**config.mk**
```make
export PLATFORM = sky130hd
export DESIGN_NAME = piso_serializer_flat
export DESIGN_NICKNAME = d
export VERILOG_FILES = /design/src/rtl/piso_serializer_if.sv /design/src/rtl/piso_serializer.sv /design/src/flat_wrapper.sv
export SDC_FILE = /design/constraint.sdc
export NUM_CORES = 1
export LEC_CHECK = 0
export CORE_MARGIN = 3
export CORE_UTILIZATION = 55
export DETAILED_ROUTE_END_ITERATION = 16
export PLACE_DENSITY_LB_ADDON = 0.1
export SLEW_MARGIN = 25
export SYNTH_ARGS = -nofsm -noshare
export SYNTH_HDL_FRONTEND = slang
export SYNTH_SLANG_ARGS = --single-unit
export TNS_END_PERCENT = 30
```
**constraint.sdc**
```tcl
create_clock -name clk -period 4.05 [get_ports clk]
set_clock_uncertainty 0.05 [all_clocks]
set_input_delay 0.81 -clock clk [delete_from_list [all_inputs] [get_ports clk]]
set_output_delay 0.81 -clock clk [all_outputs]
set_load 0.005 [all_outputs]
```
**src/rtl/piso_serializer_if.sv**
```systemverilog
// Word-in / bit-out bundle for piso_serializer. The producer side is master and the serializer is slave.
// din_ready is combinational. The serial outputs are registered in the slave.
interface piso_serializer_if #(
  parameter int DATA_W = 8
);
  logic [DATA_W-1:0] din;
  logic              din_valid;
  logic              din_ready;
  logic              data_out;
  logic              bit_valid;
  logic              frame_start;
  logic              busy;

  modport master (
    output din,
    output din_valid,
    input  din_ready,
    input  data_out,
    input  bit_valid,
    input  frame_start,
    input  busy
  );

  modport slave (
    input  din,
    input  din_valid,
    output din_ready,
    output data_out,
    output bit_valid,
    output frame_start,
    output busy
  );
endinterface

```
**src/rtl/piso_serializer.sv**
```systemverilog
// Parallel-in/serial-out stage: the first bit appears one cycle after an idle accept.
// Frames run gap-free. A one-word hold buffer deasserts din_ready while it is full.
module piso_serializer #(
  parameter int DATA_W    = 8,
  parameter bit MSB_FIRST = 1'b1
) (
  input  logic               clk,
  input  logic               rst_n,
  piso_serializer_if.slave   bus
);
  localparam int CNT_W = (DATA_W > 1) ? $clog2(DATA_W) : 1;
  localparam logic [CNT_W-1:0] LAST = CNT_W'(DATA_W - 1);

  typedef enum logic {IDLE, SHIFT} state_t;

  state_t            state;
  logic [DATA_W-1:0] sreg;
  logic [DATA_W-1:0] hold;
  logic              hold_full;
  logic [CNT_W-1:0]  cnt;
  logic              data_out_q;
  logic              bit_valid_q;
  logic              frame_start_q;

  logic              accept;
  logic              cur_bit;
  logic [DATA_W-1:0] sreg_next;

  assign accept    = bus.din_valid && !hold_full;
  assign cur_bit   = MSB_FIRST ? sreg[DATA_W-1] : sreg[0];
  assign sreg_next = MSB_FIRST ? {sreg[DATA_W-2:0], 1'b0} : {1'b0, sreg[DATA_W-1:1]};

  always_ff @(posedge clk or negedge rst_n) begin
    if (!rst_n) begin
      state         <= IDLE;
      sreg          <= '0;
      hold          <= '0;
      hold_full     <= 1'b0;
      cnt           <= '0;
      data_out_q    <= 1'b0;
      bit_valid_q   <= 1'b0;
      frame_start_q <= 1'b0;
    end else begin
      case (state)
        IDLE: begin
          data_out_q    <= 1'b0;
          bit_valid_q   <= 1'b0;
          frame_start_q <= 1'b0;
          if (accept) begin
            sreg  <= bus.din;
            cnt   <= '0;
            state <= SHIFT;
          end
        end
        SHIFT: begin
          data_out_q    <= cur_bit;
          bit_valid_q   <= 1'b1;
          frame_start_q <= (cnt == '0);
          if (cnt == LAST) begin
            // Explicit wrap keeps non-power-of-two widths from counting past DATA_W-1.
            cnt <= '0;
            if (hold_full) begin
              sreg      <= hold;
              hold_full <= 1'b0;
            end else if (accept) begin
              sreg <= bus.din;
            end else begin
              sreg  <= '0;
              state <= IDLE;
            end
          end else begin
            sreg <= sreg_next;
            cnt  <= cnt + CNT_W'(1);
            if (accept) begin
              hold      <= bus.din;
              hold_full <= 1'b1;
            end
          end
        end
        default: state <= IDLE;
      endcase
    end
  end

  assign bus.din_ready   = !hold_full;
  assign bus.data_out    = data_out_q;
  assign bus.bit_valid   = bit_valid_q;
  assign bus.frame_start = frame_start_q;
  assign bus.busy        = (state == SHIFT) || hold_full;
endmodule

```
**src/flat_wrapper.sv**
```systemverilog
// flat-port wrapper written by rule: the top's interface ports become plain ports
module piso_serializer_flat 
#(
  parameter int DATA_W    = 8,
  parameter bit MSB_FIRST = 1'b1
)
  (clk, rst_n, bus_din, bus_din_valid, bus_din_ready, bus_data_out, bus_bit_valid, bus_frame_start, bus_busy);
  piso_serializer_if #(.DATA_W(DATA_W)) bus_i ();
  input  logic clk;
  input  logic rst_n;
  input wire logic [$bits(bus_i.din)-1:0] bus_din;
  input wire logic [$bits(bus_i.din_valid)-1:0] bus_din_valid;
  output wire logic [$bits(bus_i.din_ready)-1:0] bus_din_ready;
  output wire logic [$bits(bus_i.data_out)-1:0] bus_data_out;
  output wire logic [$bits(bus_i.bit_valid)-1:0] bus_bit_valid;
  output wire logic [$bits(bus_i.frame_start)-1:0] bus_frame_start;
  output wire logic [$bits(bus_i.busy)-1:0] bus_busy;
  assign bus_i.din = bus_din;
  assign bus_i.din_valid = bus_din_valid;
  assign bus_din_ready = bus_i.din_ready;
  assign bus_data_out = bus_i.data_out;
  assign bus_bit_valid = bus_i.bit_valid;
  assign bus_frame_start = bus_i.frame_start;
  assign bus_busy = bus_i.busy;
  piso_serializer #(.DATA_W(DATA_W), .MSB_FIRST(MSB_FIRST)) u_core (.clk(clk), .rst_n(rst_n), .bus(bus_i));
endmodule
```
==> impl_results.md, run 1 <==
* Outcome: finished, final reports clean
* Detail Route Antenna Nets at 0
* Final period util at a little over three fifths
* Largest area contributor in the netlist: dfrtp_1
* Crit path launch type: flop
* Post-CTS setup buffers at 0
* Leakage at 0.543 nW
* Crit Path Max Fanout at 16
* Root Driver: clkbuf_4
* Worst Path Required at 3.19 ns
* Max Cap Violations at 0
* Hold_buf cts at 0
* Post-synthesis sequential area ratio at between 50% and 60%
* Count of cell types in the netlist at 25
* Yosys top cell area share at between 50% and 60%
* CTS tree: done
* Arrival @ worst endpoint at 1.70 ns
* H-Tree Depth at 1
* Post-cts repair resize count at 0
* Final Util at 71.5%
* WS Path Type: reg2out
* Initial antenna violation count at 0
* Routed via count at between 700 and 800
* Drt wl/cell at between 15 and 20 um
* Reg2reg path depth at 5
* Drt drc at 0
* DR pass1 iterations at 4
* Synth area leaders: dfrtp_1 (56%), mux2_2 (8.4%), a221oi_1 (5.7%)
* Clock Latency Late Sink at roughly 0.31 ns
* Fin. Hold Viols at 0
* Sequential cell area at about 600 sq um
* TritonCTS buffer count at 3
* DR vias/cell at around 5.7
* Synthesized Nets at ~100
* Total die area at between 2000 and 3000 sq um
* Commonest non-fill, non-tap cells in the layout: dfrtp_1 (24), clkdlybuf4s50_1 (14), nor2_1 (8), mux2_2 (8)
* Nets at 118
* Syn Std Cell Area at around 1100 sq um
* Routed WL at between 1.5 and 2 mm
* Commonest non-fill, non-tap cell in the layout: dfrtp_1
* Cells after Synth at 86
* Post-DP HPWL at about 1.4 mm
* Post-Route Setup TNS at 0 ns
* Die Span Y at 50.2 um
* Syn_area_per_cell at ~12 sq um
* 1st-iter DRT viols at 15
* Crit path time final at 2.56 ns
* # diodes at 0
* Yosys reg bits at 24
* Area delta synth->final at 18.6%
* Largest net degree at the start of global routing at 25
* # fillers at roughly 140
* P per Cell Area at between 700 and 800 nW/um^2
* Share of cells above drive strength 1 at roughly 17%
* Clock transition at path regs at around 0.13 ns
* Routability cong. at approximately 0.73
* Nature of the critical path endpoint: output port
* First-pass GRT wire length at about 3.5 mm
* Num ports at 16
* Worst hold slack at 0.400 ns
* Input/output buffers at 15
* Sink Count at 24
* Final setup fails at 0
* F_max at 0.391 GHz
* Max-slew violations at 0
* Rel. slew slack at 37.4%
* Initial core utilization at between 60 and 70%
* Standard-cell rows at 15
* CTS Buffer Depth at 2
* Worst-Margin Slew at around 0.94 ns
* Synth warn at 0
* Tot GR Track Use at 18.4%
* Min-Delay Path Class: in2async
* Area of the multi-input gates at 447 sq um
* Vias in the first global route at 720
* Overflow after GRT at 0
* RSZ-0062 raised after global routing: no
* Maximum VDD drop at 0.000370 V
* Die X at between 50 and 60 um
* Core Box Area at roughly 1800 sq um
==> critical path, stage by stage (launching register included) <==
cell,delay (ns)
dfrtp_1,0.58
or2_2,0.37
clkdlybuf4s50_1,0.45
==> layout make-up <==
class                      count  share of cell area, %
tap                           25                   2.45
inverter                       4                   1.18
multi-input combinational     55                   35.0
timing repair buffer          15                   11.4
clock buffer                   4                   2.85
sequential                    24                   47.1
==> cells by family (layout without fill, tap and decap cells) <==
kind of cell | Yosys count | after routing | share of synthesized area [%]
flip-flops | 24 | 24 | 55.9
AO/OA/AOI/OAI | 22 | 22 | 16.6
adder cells (fa/ha/maj) | 4 | 4 | 4.66
multiplexers | 9 | 9 | 9.31
buffers and inverters | 7 | 23 | 2.56
AND/OR/NAND/NOR | 20 | 20 | 10.9
==> per-layer routing <==
layer,vias to the layer above,part of all wire [%],track usage (%)
met2,22,48,25.7
met5,-,0,0
met4,0,1.3,6.91
li1,345,-,-
met1,359,46,27.9
met3,4,4.7,3.56
==> per-stage QoR <==
step                      instance area, sq um  power (mW)  std cells  worst slack (ns)
after CTS                                 1280       0.920        127              1.49
after global routing                      1270       0.990        127              1.40
final                                     1270       0.911        127              1.49
after detailed placement                  1240       0.798        123              1.37
after global placement                    1240       0.774        123              1.42
after floorplan                           1070       0.677         86              2.20
==> registers in the layout, indices dropped and copies added (netlist names) <==
| signal | flops |
|---|---|
| u_core.hold | 8 |
| u_core.bus.data_out | 1 |
| u_core.sreg | 8 |
| u_core.hold_full | 1 |
| u_core.state | 1 |
| u_core.bus.bit_valid | 1 |
| u_core.bus.frame_start | 1 |
| u_core.cnt | 3 |
==> power by group <==
group / internal [mW] / switching [mW]
clock: 0.0549 / 0.0695
sequential: 0.353 / 0.0798
combinational: 0.187 / 0.166
==> cells in the mapped netlist, drive strengths merged <==
| library cell | count |
|---|---|
| and3b | 1 |
| mux2 | 8 |
| dfrtp | 24 |
| a21o | 2 |
| nor2 | 9 |
| nand2 | 2 |
| nor2b | 2 |
| a21oi | 2 |
| inv | 4 |
| nor3b | 1 |
| a22o | 1 |
| a221oi | 7 |
| clkbuf | 2 |
| ha | 4 |
| o32ai | 1 |
| nand2b | 2 |
| mux2i | 1 |
| and2 | 2 |
| o22ai | 1 |
| buf | 1 |
| or2 | 1 |
| a22oi | 1 |
| o2bb2ai | 7 |
==> path summary, 6_finish.rpt <==
path	startpoint	end	slack (ns)
worst max register to register	u_core.cnt[0]	u_core.hold[3]	1.98
worst min-delay path	rst_n	u_core.sreg[3]	0.40
min in group clk	u_core.sreg[7]	u_core.sreg[7]	0.46
worst max-delay path	u_core.state	bus_busy	1.49
worst min register to register	u_core.sreg[7]	u_core.sreg[7]	0.46
max in group asynchronous	rst_n	u_core.hold_full	3.20
Power figures use the tool's default switching activity.
==> run 2, diff against run 1 <==
--- a/config.mk
+++ b/config.mk
@@ -6,7 +6,7 @@
 export NUM_CORES = 1
 export LEC_CHECK = 0
 export CORE_MARGIN = 3
-export CORE_UTILIZATION = 55
+export CORE_UTILIZATION = 47
 export DETAILED_ROUTE_END_ITERATION = 16
 export PLACE_DENSITY_LB_ADDON = 0.1
 export SLEW_MARGIN = 25
==> constraint.sdc (replaced) <==
create_clock -name clk -period 2.1 [get_ports clk]
set_clock_uncertainty 0.05 [all_clocks]
set_input_delay 0.42 -clock clk [delete_from_list [all_inputs] [get_ports clk]]
set_output_delay 0.42 -clock clk [all_outputs]
set_load 0.005 [all_outputs]
==> run 2 against run 1 <==
  * Clock power rose to 2.7 times the previous value
  * Count of clock-buffer cells in the layout decreased by 1
  * Register-to-register slack got worse by 1.8 ns
  * Routed wire length rose by 7.2%
==> impl_results.md, run 2 (same netlist as run 1, synthesis figures left out) <==
* Outcome: finished, final reports clean
* Arrival @ worst endpoint at 1.55 ns
* Drt wl/cell at about 16 um
* Origin of the worst setup path: u_core.state
* Final setup fails at 0
* Worst Path Required at between 1.5 and 2 ns
* P per Cell Area at 1410 nW/um^2
* Top flop regs: u_core.hold x8, u_core.sreg x8, u_core.cnt x3
* Vias in the first global route at 758
* Rel. slew slack at approximately 67%
* TritonCTS buffer count at 3
* Total die area at about 2900 sq um
* Final WS setup at roughly 0.08 ns
* CTS tree: done
* Routed WL at 2.11 mm
* Crit path launch type: flop
* Max Cap Violations at 0
* Die Span Y at roughly 54 um
* Routability cong. at between 0.7 and 0.8
* Routed via count at between 700 and 800
* Core Box Area at just over 2000 sq um
* First-pass GRT wire length at 3.61 mm
* Commonest non-fill, non-tap cell in the layout: dfrtp_1
* Pre-CTS WS at 0.181 ns
* Met1 Use GR at 23.6%
* H-Tree Depth at 1
* # fillers at 168
* Max-slew violations at 0
* Nature of the critical path endpoint: output port
* Crit Path Max Fanout at 9
* Sink Count at 24
* CTS Buffer Depth at 2
* Leakage at 0.574 nW
* WS Path Type: reg2out
* DR vias/cell at 5.50
* Area of the multi-input gates at approximately 450 sq um
* Maximum VDD drop at just over 0.0009 V
* Clock Latency Late Sink at 0.32 ns
* DR pass1 iterations at 4
* Initial core utilization at between 50% and 60%
* Commonest non-fill, non-tap cells in the layout: dfrtp_1 (23), clkdlybuf4s50_1 (15), nor2_1 (8), mux2_2 (8)
* # diodes at 0
* Crit path time final at 2.02 ns
* Worst reg2reg path startpoint: u_core.cnt[0]
* Area delta synth->final at 24.4%
* Worst stage delay on the critical path at about 0.49 ns
* Standard-cell rows at 16
* Share of cells above drive strength 1 at just over 20%
* Tot GR Track Use at between 10% and 20%
* Hold_buf cts at 0
* 1st-iter DRT viols at 8
* Final Util at about 65%
* Drt drc at 0
* Input/output buffers at 15
* Post-Route Setup TNS at 0 ns
* RSZ-0062 raised after global routing: no
* Met3 usage at under 10%
* Clock transition at path regs at about 0.14 ns
* Detail Route Antenna Nets at 0
* Nets at between 100 and 150
* Critical Path, Cell by Cell: or2_2 > clkdlybuf4s50_1
* Crit-path slowest cell: dfrtp_2
* Met2 usage at 28.0%
* Post-route insts no fill at approximately 130
* Fin. Hold Viols at 0
* F_max at 0.495 GHz
* GRT Max-Usage Layer: met2
* Overflow after GRT at 0
* Sequential cell area at about 600 sq um
* Largest net degree at the start of global routing at 25
* Initial antenna violation count at 0
* Min-Delay Path Class: in2async
* Die X at 53.8 um
* Total placed cells including tap cells at 130
* Post-DP HPWL at 1.49 mm
* Worst-Margin Slew at ~0.50 ns
* Num ports at 16
* Root Driver: clkbuf_4
* Final period util at 96.2%
* Post-CTS setup buffers at 0
-- run 2: changes by cell type in the layout (fill, tap and decap cells not counted) --
cell / change
dfrtp_1: -1
dfrtp_2: +1
bufinv_16: +1
buf_4: +5
buf_2: -1
clkdlybuf4s50_1: +1
clkbuf_8: -1
-- run 2: what timing repair did --
item,in CTS,in global routing
endpoints found under the hold margin,0,0
gates resized for setup,0,1
endpoints found under the setup margin,0,1
-- run 2: final cells by class --
cell class / instances / area share, %
multi-input cells: 55 / 33.4
repair buffers: 20 / 14.0
inverters: 4 / 1.12
flip-flops and latches: 24 / 45.0
well taps: 27 / 2.53
clock inverters: 1 / 2.25
clock buffers: 3 / 1.68
-- run 2: per-stage QoR --
stage / instance area, sq um / total power, mW / hold slack (ns)
after floorplan: 1070 / 1.30 / 0.0744
after global placement: 1280 / 1.52 / 0.424
after detailed placement: 1280 / 1.57 / 0.434
after CTS: 1340 / 1.90 / 0.399
after global routing: 1340 / 2.04 / 0.407
final: 1340 / 1.88 / 0.390
-- run 2: where the power goes --
part / internal (mW) / total, mW / switching (mW)
Sequential: 0.683 / 0.832 / 0.149
Clock: 0.193 / 0.333 / 0.140
Combinational: 0.383 / 0.715 / 0.332
-- run 2: worst max-delay path: cells and delay by family, from the launching register on --
kind          cells  cell delay (ns)
flops             1             0.49
buf+inv           1             0.44
simple gates      1             0.31
-- run 2: final timing paths --
kind	end	slack (ns)	cells past startpoint
worst min register to register	u_core.sreg[2]	0.46	1
worst max register to register	u_core.hold[1]	0.17	6
worst max-delay path	bus_busy	0.08	2
min in group clk	u_core.sreg[2]	0.46	1
max in group asynchronous	u_core.state	1.34	2
worst min-delay path	u_core.bus.frame_start	0.39	2
-- run 2: routing by layer --
| metal | routed length [um] | part of all wire [%] | vias up |
|---|---|---|---|
| met5 | 0 | 0 | - |
| met4 | 18 | 0.85 | 0 |
| met3 | 92 | 4.4 | 2 |
| met2 | 1050 | 50 | 14 |
| met1 | 954 | 45 | 360 |
| li1 | - | - | 361 |
==> run 3, diff against run 2 <==
--- a/config.mk
+++ b/config.mk
@@ -5,6 +5,7 @@
 export SDC_FILE = /design/constraint.sdc
 export NUM_CORES = 1
 export LEC_CHECK = 0
+export CORE_ASPECT_RATIO = 0.8
 export CORE_MARGIN = 3
 export CORE_UTILIZATION = 47
 export DETAILED_ROUTE_END_ITERATION = 16
==> run 3 against run 2 <==
  * Register-to-register slack worse by 0.08 ns
  * Maximum frequency is 0.22% lower
  * Count of clock-buffer cells in the layout stayed put
  * Power is 0.33% higher
  * Critical endpoint unchanged
  * Via count is 0.54% lower
  * Non-clock buffer count stayed put
  * Worst setup slack worse by 0.0044 ns
  * Final cell count is 2.2% lower
==> impl_results.md, run 3 (same netlist as run 1, synthesis figures left out) <==
* Area of the multi-input gates at around 450 sq um
* Commonest non-fill, non-tap cell in the layout: dfrtp_1
* Worst Path Required at 1.63 ns
* Share of cells above drive strength 1 at 20.6%
* Core Box Area at a little over 2000 sq um
* Sink Count at 24
* CTS Buffer Depth at 2
* M1 WL at slightly below 1 mm
* Clock transition at path regs at around 0.13 ns
* # diodes at 0
* Placement Cell Area at 1280 sq um
* Max-slew violations at 0
* Pint at roughly 1.3 mW
* R2R Setup Slk at around 0.090 ns
* Nets at 123
* Logic pwr share at between 30% and 40%
* Largest net degree at the start of global routing at 25
* Overflow after GRT at 0
* Max layer used: met4
* Num ports at 16
* Clock Power Share at approximately 18%
* H-Tree Depth at 1
* Detail Route Antenna Nets at 0
* Fin. Hold Viols at 0
* WS Path Type: reg2out
* Final setup fails at 0
* Area delta synth->final at 24.1%
* Drt drc at 0
* Post-Route Setup TNS at 0 ns
* Crit Path Max Fanout at 7
* F_max at about 0.49 GHz
* TritonCTS buffer count at 3
* Routed WL at ~2.1 mm
* CTS tree: done
* First-pass GRT wire length at roughly 3.6 mm
* Post-cts repair resize count at 0
* Nature of the critical path endpoint: output port
* Final period util at 96.4%
* DR vias/cell at between 5 and 6
* Routability cong. at about 0.76
* Vias in the first global route at about 760
* Drt wl/cell at between 15 and 20 um
* Die X at about 59 um
* Post-Layout Inst Area at 1330 sq um
* Post-CTS setup buffers at 0
* Outcome: finished, final reports clean
* P per Cell Area at roughly 1400 nW/um^2
* Post-DP HPWL at around 1.5 mm
* Tot GR Track Use at 16.8%
* Maximum VDD drop at 0.000759 V
* Max Cap Violations at 0
* Arrival @ worst endpoint at between 1.5 and 2 ns
* 1st-iter DRT viols at 38
* Clock Latency Late Sink at between 0.3 and 0.4 ns
* Worst-Margin Slew at about 0.55 ns
* Psw at 0.624 mW
* Routed via count at 733
* Initial antenna violation count at 0
* Rel. slew slack at a little over three fifths
* Root Driver: clkbuf_4
* Hold_buf cts at 0
* RSZ-0062 raised after global routing: no
* Die Span Y at approximately 49 um
* Initial core utilization at between 50% and 60%
* Standard-cell rows at 14
* DR WL met2 at 927 um
* Crit path time final at ~2 ns
* Sequential cell area at around 600 sq um
* # fillers at roughly 160
* WL met3 at 136 um
* Leakage at approximately 0.57 nW
* DR pass1 iterations at 4
* Flop pwr share at between 40% and 50%
* Top flop regs: u_core.hold x8, u_core.sreg x8, u_core.cnt x3
* Min-Delay Path Class: in2async
* Total die area at between 2000 and 3000 sq um
* Sw Ratio at 33.1%
* Input/output buffers at 15
* Crit path launch type: flop
* Commonest non-fill, non-tap cells in the layout: dfrtp_1 (23), clkdlybuf4s50_1 (15), nor2_1 (8), mux2_2 (8)
[run 3: critical path: stages (launching register included)]
cell	delay, ns
dfrtp_2	0.48
or2_2	0.30
clkdlybuf4s50_1	0.44
[run 3: cell type report]
class,count,share of cell area (%)
sequential,24,45.1
multi-input combinational,55,33.5
timing repair buffer,20,14.1
clock inverter,1,2.25
tap,24,2.25
clock buffer,3,1.69
inverter,4,1.13
[run 3: worst paths after layout]
kind / from / endpoint / depth (start not counted)
setup / recovery: u_core.state / bus_busy / 2
hold / removal: rst_n / u_core.hold[0] / 2
setup reg to reg: u_core.cnt[0] / u_core.hold[1] / 5
hold reg to reg: u_core.sreg[4] / u_core.sreg[4] / 1
max in group asynchronous: rst_n / u_core.state / 2
min in group clk: u_core.sreg[4] / u_core.sreg[4] / 1
[run 3: routing by layer]
| layer | vias up | track usage [%] |
|---|---|---|
| li1 | 359 | - |
| met1 | 346 | 24.3 |
| met2 | 24 | 23.8 |
| met3 | 4 | 5.56 |
| met4 | 0 | 4.53 |
| met5 | - | 0 |
[run 3: power groups by stage]
stage | Clock (mW) | Sequential (mW) | Combinational [mW]
detailed placement | 0 | 0.828 | 0.735
floorplan | 0 | 0.797 | 0.508
finish | 0.334 | 0.819 | 0.733
CTS | 0.340 | 0.818 | 0.740
global route | 0.362 | 0.849 | 0.837
global placement | 0 | 0.820 | 0.715
[run 3: through the flow]
| stage | utilization [%] | total power, mW | hold slack (ns) | cells | setup WS [ns] |
|---|---|---|---|---|---|
| after floorplan | - | 1.30 | 0.0744 | 86 | 0.246 |
| after global placement | 63.5 | 1.53 | 0.424 | 127 | 0.150 |
| after detailed placement | 63.5 | 1.56 | 0.426 | 127 | 0.102 |
| after CTS | 66.1 | 1.90 | 0.383 | 131 | 0.0417 |
| after global routing | 66.2 | 2.05 | 0.389 | 131 | 0.00758 |
| final | 66.2 | 1.89 | 0.377 | 131 | 0.0753 |
